**src/rtl/arc4_pkg.sv**
```systemverilog
// Shared definitions for the ARC4 decryption datapath stages (init, KSA, PRGA).
// Holds the S memory geometry, default key length and the KSA state encoding.
package arc4_pkg;

    localparam int unsigned S_DEPTH           = 256;
    localparam int unsigned S_AW              = 8;
    localparam int unsigned KEY_BYTES_DEFAULT = 3;
    localparam int unsigned KEY_W_DEFAULT     = 8 * KEY_BYTES_DEFAULT;

    typedef enum logic [3:0] {
        KsaIdle,
        KsaRdIA,
        KsaRdIB,
        KsaJUpd,
        KsaRdJA,
        KsaRdJB,
        KsaWrI,
        KsaWrJ,
        KsaNext,
        KsaDone
    } ksa_state_t;

endpackage

```
**src/rtl/ksa.sv**
```systemverilog
// ARC4 key-scheduling stage: permutes S in place using the latched key.
// Eight cycles per iteration: read S[i], update j, read S[j], write both back.
module ksa
    import arc4_pkg::*;
#(
    parameter int unsigned KEY_BYTES = KEY_BYTES_DEFAULT
) (
    input  logic                   clk,
    input  logic                   rst,
    input  logic                   en,
    output logic                   rdy,
    input  logic [8*KEY_BYTES-1:0] key,
    output logic [S_AW-1:0]        s_addr,
    input  logic [7:0]             s_rddata,
    output logic [7:0]             s_wrdata,
    output logic                   s_wren
);

    localparam int unsigned     KIW       = (KEY_BYTES > 1) ? $clog2(KEY_BYTES) : 1;
    localparam logic [KIW-1:0]  KIDX_LAST = KIW'(KEY_BYTES - 1);
    localparam logic [S_AW-1:0] I_LAST    = S_AW'(S_DEPTH - 1);

    ksa_state_t             state_q, state_d;
    logic [S_AW-1:0]        i_q, j_q;
    logic [7:0]             si_q, sj_q;
    logic [8*KEY_BYTES-1:0] key_q;
    logic [KIW-1:0]         kidx_q;
    logic [7:0]             key_byte;

    // Byte 0 of the key sits in the most significant byte.
    always_comb begin
        key_byte = '0;
        for (int unsigned b = 0; b < KEY_BYTES; b++) begin
            if (kidx_q == KIW'(b)) key_byte = key_q[8*(KEY_BYTES-1-b) +: 8];
        end
    end

    always_ff @(posedge clk) begin
        if (rst) state_q <= KsaIdle;
        else     state_q <= state_d;
    end

    always_ff @(posedge clk) begin
        if (rst) begin
            i_q    <= '0;
            j_q    <= '0;
            si_q   <= '0;
            sj_q   <= '0;
            key_q  <= '0;
            kidx_q <= '0;
        end else begin
            case (state_q)
                KsaIdle: begin
                    if (en) begin
                        key_q  <= key;
                        i_q    <= '0;
                        j_q    <= '0;
                        kidx_q <= '0;
                    end
                end
                KsaRdIB: si_q <= s_rddata;
                KsaJUpd: j_q  <= j_q + si_q + key_byte;
                KsaRdJB: sj_q <= s_rddata;
                KsaNext: begin
                    if (i_q != I_LAST) begin
                        i_q    <= i_q + 1'b1;
                        kidx_q <= (kidx_q == KIDX_LAST) ? '0 : kidx_q + 1'b1;
                    end
                end
                default: ;
            endcase
        end
    end

    always_comb begin
        state_d  = state_q;
        rdy      = 1'b0;
        s_addr   = '0;
        s_wrdata = '0;
        s_wren   = 1'b0;
        case (state_q)
            KsaIdle: begin
                rdy = 1'b1;
                if (en) state_d = KsaRdIA;
            end
            KsaRdIA: begin
                s_addr  = i_q;
                state_d = KsaRdIB;
            end
            KsaRdIB: begin
                s_addr  = i_q;
                state_d = KsaJUpd;
            end
            KsaJUpd: state_d = KsaRdJA;
            KsaRdJA: begin
                s_addr  = j_q;
                state_d = KsaRdJB;
            end
            KsaRdJB: begin
                s_addr  = j_q;
                state_d = KsaWrI;
            end
            KsaWrI: begin
                s_addr   = i_q;
                s_wrdata = sj_q;
                s_wren   = 1'b1;
                state_d  = KsaWrJ;
            end
            KsaWrJ: begin
                s_addr   = j_q;
                s_wrdata = si_q;
                s_wren   = 1'b1;
                state_d  = KsaNext;
            end
            KsaNext: state_d = (i_q == I_LAST) ? KsaDone : KsaRdIA;
            KsaDone: state_d = KsaIdle;
            default: state_d = KsaIdle;
        endcase
    end

endmodule

```
**config.mk**
```make
export PLATFORM = sky130hd
export DESIGN_NAME = ksa
export DESIGN_NICKNAME = d
export VERILOG_FILES = /design/src/rtl/arc4_pkg.sv /design/src/rtl/ksa.sv
export SDC_FILE = /design/constraint.sdc
export NUM_CORES = 1
export LEC_CHECK = 0
export ABC_AREA = 1
export BUFFER_PORTS_ARGS = -buffer_cell sky130_fd_sc_hd__buf_2
export CORE_ASPECT_RATIO = 1.75
export CORE_MARGIN = 8
export CORE_UTILIZATION = 63
export CTS_BUF_LIST = sky130_fd_sc_hd__clkbuf_4 sky130_fd_sc_hd__clkbuf_8
export CTS_CLUSTER_DIAMETER = 60
export DETAILED_ROUTE_END_ITERATION = 7
export MAX_ROUTING_LAYER = met4
export PLACE_DENSITY_LB_ADDON = 0.05
export SETUP_SLACK_MARGIN = 0.15
export SYNTH_ARGS = -nofsm -noshare
export SYNTH_HDL_FRONTEND = slang
export SYNTH_SLANG_ARGS = --single-unit
```
**constraint.sdc**
```tcl
create_clock -name clk -period 7.5 [get_ports clk]
set_clock_uncertainty 0.05 [all_clocks]
set_input_delay 1.5 -clock clk [delete_from_list [all_inputs] [get_ports clk]]
set_output_delay 1.5 -clock clk [all_outputs]
set_load 0.005 [all_outputs]
```
==> impl_metrics.ini, run 1 <==
[global_routing]
grt_max_degree = 40
antenna_found_initial = 0
grt_pass1_wl_um = 14000
track_usage = 0.223
grt_pass1_vias = 3147
grt-ovfl-total = 0

[synthesis]
netlist_area_um2 = 3380
yosysSeqAreaShare = 0.367
ys.flop_type = dfxtp_1
yosys_warnings = 0
synth_common_cells = nand2_1 (84), dfxtp_1 (62), inv_1 (56)
yosys-top-cells-area = dfxtp_1 (37%), nand2_1 (9.3%), nand3_1 (7.3%), inv_1 (6.2%), o21ai_0 (6.2%)
synth_edf_count = 0
synth_seq_cells = 62
syn_inst = 471
yosysMostFrequentCell = nand2_1
async_flop_share = 0
yosys.area.top_type = dfxtp_1
synth_nets = 521
postSynthAreaPerCell_um2 = 7.18
ys_types = 33
netlist.area_leader.share = 0.367

[clock_network]
cts.sinks = 62
cts_buffer_depth = 2
numCtsBuffers = 9
cts_hold_buf = 0
cts_max_level = 3
postCtsSetupBuffers = 0
cts_resized = 0
clk_pin_slew_worst_paths_ns = 0.07
clk-insertion-delay-late_ns = 0.35
cts_tree = built
cts_root_buf = clkbuf_8

[critical_path]
required_ns = 5.95
r2r-start = kidx_q[1]
startpoint = state_q[2]
ff2ff_path_depth = 12
crit_type = reg2out
crit_slowest_cell = dfxtp_1
path_buf_inv = 3
worstPathArrival_ns = 1.82
critical_path.cell_chain = inv_2 > nor2_1 > buf_4 > nand2_1 > o22ai_1 > buf_2
path_delay_family = buffers and inverters
r2r_end = j_q[5]
cpPeakStageDelay_ns = 0.35
start_kind = flip-flop
r2r_slack_ns = 4.64
cp-end-kind = output pin
cp_max_fo = 18

[route]
post_drt_wl_per_cell_um = 14.4
drt-pass1-iter-count = 5
vias = 3212
drt-total-wl_um = 8360
ant_nets = 0
drt_iter0_drc = 210
viasPerCell = 5.53
drc = 0

[layout]
area_growth_pct = 12.8
diodes = 0
post-route-util = 0.732
multi_input_area_um2 = 1810
drive_gt1_frac = 0.207
final_nets = 571
nFillCells = 442
regArea_um2 = 1240

[floorplan]
ios = 53
initial_core_util = 0.649
fp-row-count = 35
dieArea_um2 = 8060
die_w_um = 71.4
die-height_um = 113
core-area_um2 = 5210

[worst_hold_path]
min_delay_worst_endpoint = key_q[9]
hold_path_depth = 2
min_from = key_q[9]
hold_path.class = reg2reg

[place]
place_congestion = 0.931
port_buffers = 52
dp_hpwl_um = 6450

[sta]
worst_slew_pin_slew_ns = 0.882
fin_crit_sh = 0.449
fmaxAchievable_ghz = 0.297
slew_viol_final = 0
setup_tns_ns = 0
rsz0062_at_grt = false
fin_crit_ns = 3.37
finalSetupViolCount = 0
relSlewSlack = 0.411
final_hold_viol_count = 0

[pwr]
power_density_nw_per_um2 = 211
power_leakage_nw = 1.76
ir_drop_uv = 148

[run]
maxCapViolCount = 0

[outcome]
status = completed
==> power by group <==
| part | switching (mW) | internal [mW] | total, mW |
|---|---|---|---|
| Clock | 0.128 | 0.134 | 0.263 |
| Sequential | 0.0155 | 0.353 | 0.368 |
| Combinational | 0.116 | 0.0588 | 0.175 |
==> cell type report <==
class | count | share of cell area
multi-input cells | 329 | 0.475
flip-flops and latches | 62 | 0.325
repair buffers | 54 | 0.0722
inverters | 65 | 0.0640
clock buffers | 12 | 0.0400
well taps | 55 | 0.0180
clock inverters | 4 | 0.00590
==> per-layer routing <==
layer  up-vias  GRT usage  wire, um
met2        84      0.373      4270
met1      1470      0.237      3400
li1       1635          -         -
met5         -          -         0
met3        23     0.0531       443
met4         0      0.119       246
==> per-stage QoR <==
step           hold WS, ns  power, mW  setup WS [ns]  cell area (um2)  instances
3_5_place_dp         0.398      0.550           4.34             3640        565
5_1_grt              0.433      0.852           3.99             3810        581
3_3_place_gp         0.389      0.545           4.36             3640        565
4_1_cts              0.408      0.806           4.14             3810        581
2_1_floorplan        0.375      0.510           4.82             3380        471
6_report             0.405      0.806           4.13             3810        581
==> placed cells by master (no fill, tap or decap), drive strengths merged <==
| master | count |
|---|---|
| nand3 | 49 |
| nand4 | 3 |
| and3 | 1 |
| or2 | 2 |
| xor2 | 1 |
| ha | 7 |
| nor3 | 3 |
| o211ai | 2 |
| clkinvlp | 1 |
| a21o | 1 |
| o221ai | 6 |
| clkinv | 3 |
| clkbuf | 12 |
| dfxtp | 62 |
| nand3b | 1 |
| fa | 8 |
| inv | 65 |
| o21ai | 44 |
| nand2 | 93 |
| o22ai | 4 |
| a21oi | 46 |
| buf | 54 |
| nor2 | 58 |
==> cell families after synthesis <==
logic type / after synthesis / share of synthesized area
DFF: 62 / 0.367
AOI/OAI and AO/OA: 103 / 0.174
and+or+nand+nor: 210 / 0.285
buffers and inverters: 80 / 0.0973
xor gates and xnor gates: 1 / 0.00259
adders and majority gates: 15 / 0.0733
==> sequential cells by signal, summed over array words and instances, names as in the netlist <==
register and flops:
i_q 8, key_q 24, state_q 4, kidx_q 2
si_q 8, sj_q 8, j_q 8
==> worst max path at each step <==
stage,endpoint,cells after the start
6_report,s_addr[2],6
5_1_grt,s_wrdata[6],6
4_1_cts,s_addr[5],7
3_5_place_dp,kidx_q[0],6
3_3_place_gp,kidx_q[0],6
2_1_floorplan,s_addr[0],6
==> tightest hold or removal path: cells and delay by family, from the launching register on <==
kind,cells,cell delay [ns]
buffers and inverters,1,0.06
AO/OA/AOI/OAI,1,0.05
flip-flops,1,0.30
No activity file was read; power rests on OpenSTA's default activity.
==> run 2, diff against run 1 <==
--- a/config.mk
+++ b/config.mk
@@ -5,11 +5,11 @@
 export SDC_FILE = /design/constraint.sdc
 export NUM_CORES = 1
 export LEC_CHECK = 0
-export ABC_AREA = 1
+export ABC_AREA = 0
 export BUFFER_PORTS_ARGS = -buffer_cell sky130_fd_sc_hd__buf_2
 export CORE_ASPECT_RATIO = 1.75
 export CORE_MARGIN = 8
-export CORE_UTILIZATION = 63
+export CORE_UTILIZATION = 58
 export CTS_BUF_LIST = sky130_fd_sc_hd__clkbuf_4 sky130_fd_sc_hd__clkbuf_8
 export CTS_CLUSTER_DIAMETER = 60
 export DETAILED_ROUTE_END_ITERATION = 7
==> constraint.sdc (replaced) <==
create_clock -name clk -period 3.4 [get_ports clk]
set_clock_uncertainty 0.05 [all_clocks]
set_input_delay 0.68 -clock clk [delete_from_list [all_inputs] [get_ports clk]]
set_output_delay 0.68 -clock clk [all_outputs]
set_load 0.005 [all_outputs]
==> impl_metrics.ini, run 2 <==
[outcome]
status = completed

[critical_path]
endpoint = j_q[7]
worstPathArrival_ns = 3.20
r2r_slack_ns = 0.42
required_ns = 3.63
r2r-start = kidx_q[0]
crit_type = reg2reg
r2r_end = j_q[7]
startpoint = kidx_q[0]
cp_max_fo = 12
start_kind = flip-flop
ff2ff_path_depth = 11
cp-end-kind = flip-flop

[layout]
final_nets = 482
design_area_um2 = 3670
area_growth_pct = 15.3
regMostFlops = key_q
largest_register_ffs = 24
nFillCells = 456
drive_gt1_frac = 0.176
diodes = 0
mostFrequentLayoutCell = nand2_1
final_cell_mix = nand2_1 (83), dfxtp_1 (61), buf_2 (52)

[clock_network]
cts_buffer_depth = 2
clk_pin_slew_worst_paths_ns = 0.07
cts.sinks = 62
numCtsBuffers = 9
cts_tree = built
cts_root_buf = clkbuf_8
cts_max_level = 3
cts_hold_buf = 0
clk-insertion-delay-late_ns = 0.34

[global_routing]
antenna_found_initial = 0
grt_pass1_vias = 2892
grt_max_degree = 61
grt_pass1_wl_um = 13200
track_usage = 0.206
grt-ovfl-total = 0

[pwr]
p_sw_frac = 0.276
p_comb_frac = 0.157
ir_drop_uv = 424
power_leakage_nw = 1.49
power_mw = 1.75
internal_power_mw = 1.27
p_switching_mw = 0.483
power_frac_seq = 0.461
power_density_nw_per_um2 = 477
clkPwrFrac = 0.382

[sta]
final_hold_viol_count = 0
holdWs_ns = 0.404
rsz0062_at_grt = false
fmaxAchievable_ghz = 0.336
worst_slew_pin_slew_ns = 1.06
finalSetupViolCount = 0
fin_crit_sh = 0.875
setup_tns_ns = 0
slew_viol_final = 0
relSlewSlack = 0.293
fin_crit_ns = 2.98

[floorplan]
die-height_um = 114
die_w_um = 72.0
core-area_um2 = 5300
dieArea_um2 = 8210
initial_core_util = 0.601
ios = 53
fp-row-count = 35

[synthesis]
synthSimpleGateAreaFrac = 0.230
ys.flop_type = dfxtp_1
postSynthAreaPerCell_um2 = 8.16
synth_nets = 440
yosysSeqAreaShare = 0.390
synthXorXnorAreaFrac = 0.0275
synthMuxAreaShare = 0.0817
syn_inst = 390
synth_seq_cells = 62
ys_types = 47
synth_compound_gate_area_share = 0.150
yosys-top-cells-area = dfxtp_1 (39%), nand2_1 (9.8%), mux2i_1 (8.2%), a21oi_1 (6.8%), nor2_1 (5.1%)
netlist.area_leader.share = 0.390
synthAdderAreaFrac = 0.0778
yosys_warnings = 0
netlist_area_um2 = 3180
async_flop_share = 0
synth_top_family_by_area = simple AND/OR/NAND/NOR gates
synth_common_cells = nand2_1 (83), dfxtp_1 (62), a21oi_1 (43), nor2_1 (43), mux2i_1 (26)
synth_edf_count = 0
yosysMostFrequentCell = nand2_1
yosys.area.top_type = dfxtp_1

[route]
ant_nets = 0
post_drt_wl_per_cell_um = 14.8
drt_iter0_drc = 240
vias = 2783
viasPerCell = 5.45
drc = 0
drt-pass1-iter-count = 4
drt-total-wl_um = 7550

[place]
place_congestion = 0.899
dp_hpwl_um = 5660
port_buffers = 52
postPlaceCellArea_um2 = 3460

[worst_hold_path]
hold_path.class = reg2reg

[run]
maxCapViolCount = 0
[run 2: cell types whose count changed after synthesis, sizes merged, moves of 9 or more]
cell and delta:
a22oi +9, clkbuf +13, inv -58, mux2i +26, nand2 -10, nand3 -42, nor2 -14, o21ai -33
[run 2: worst min path at each step]
stage	startpoint	endpoint	slack, ns	cells past startpoint
floorplan	key_q[16]	key_q[16]	0.39	2
global placement	key_q[14]	key_q[14]	0.39	2
detailed placement	key_q[14]	key_q[14]	0.40	2
CTS	key_q[14]	key_q[14]	0.41	2
global route	key_q[23]	key_q[23]	0.43	2
finish	key_q[14]	key_q[14]	0.40	2
[run 2: cells by family after synthesis]
group,after synthesis
AOI/OAI and AO/OA,79
xor gates and xnor gates,10
adders and majority gates,15
muxes,26
buffers and inverters,32
and+or+nand+nor,166
DFF,62
[run 2: power by group through the flow]
stage               Clock, mW  Combinational (mW)  Sequential [mW]
global route            0.718               0.313            0.814
finish                  0.669               0.275            0.808
floorplan                   0               0.216            0.805
global placement            0               0.270            0.824
detailed placement          0               0.276            0.824
CTS                     0.683               0.277            0.808
[run 2: what timing repair did]
item	4_1_cts	5_1_grt
setup endpoints to repair	0	3
resized for setup	0	2
setup buffers	0	0
[run 2: cell type report]
cell class | count | area [um2] | share of cell area
Sequential cell | 62 | 1240 | 0.338
Inverter | 7 | 26.3 | 0.00716
Clock buffer | 13 | 166 | 0.0453
Multi-Input combinational cell | 296 | 1810 | 0.493
Clock inverter | 3 | 42.5 | 0.0116
Tap cell | 74 | 92.6 | 0.0252
Timing Repair Buffer | 56 | 290 | 0.0791
[run 2: critical path: stages (launching register included)]
cell	delay [ns]
dfxtp_2	0.52
mux2i_1	0.28
o21ai_0	0.13
fa_1	0.44
ha_1	0.24
inv_1	0.09
fa_1	0.19
nor2b_1	0.07
o31ai_1	0.29
a21oi_1	0.13
or4_1	0.42
nand3_1	0.08
[run 2: layer usage]
metal,part of all wire,GRT usage,vias up
met4,0.026,0.0974,0
met5,0,-,-
met1,0.40,0.209,1309
met3,0.032,0.0510,17
met2,0.54,0.359,45
li1,-,-,1412
[run 2: metrics by stage]
step                      cells  worst slack (ns)  utilization
after floorplan             390             0.491            -
after global placement      495             0.362        0.653
after detailed placement    495             0.195        0.653
after CTS                   511             0.180        0.692
after global routing        511             0.195        0.693
final                       511             0.424        0.693
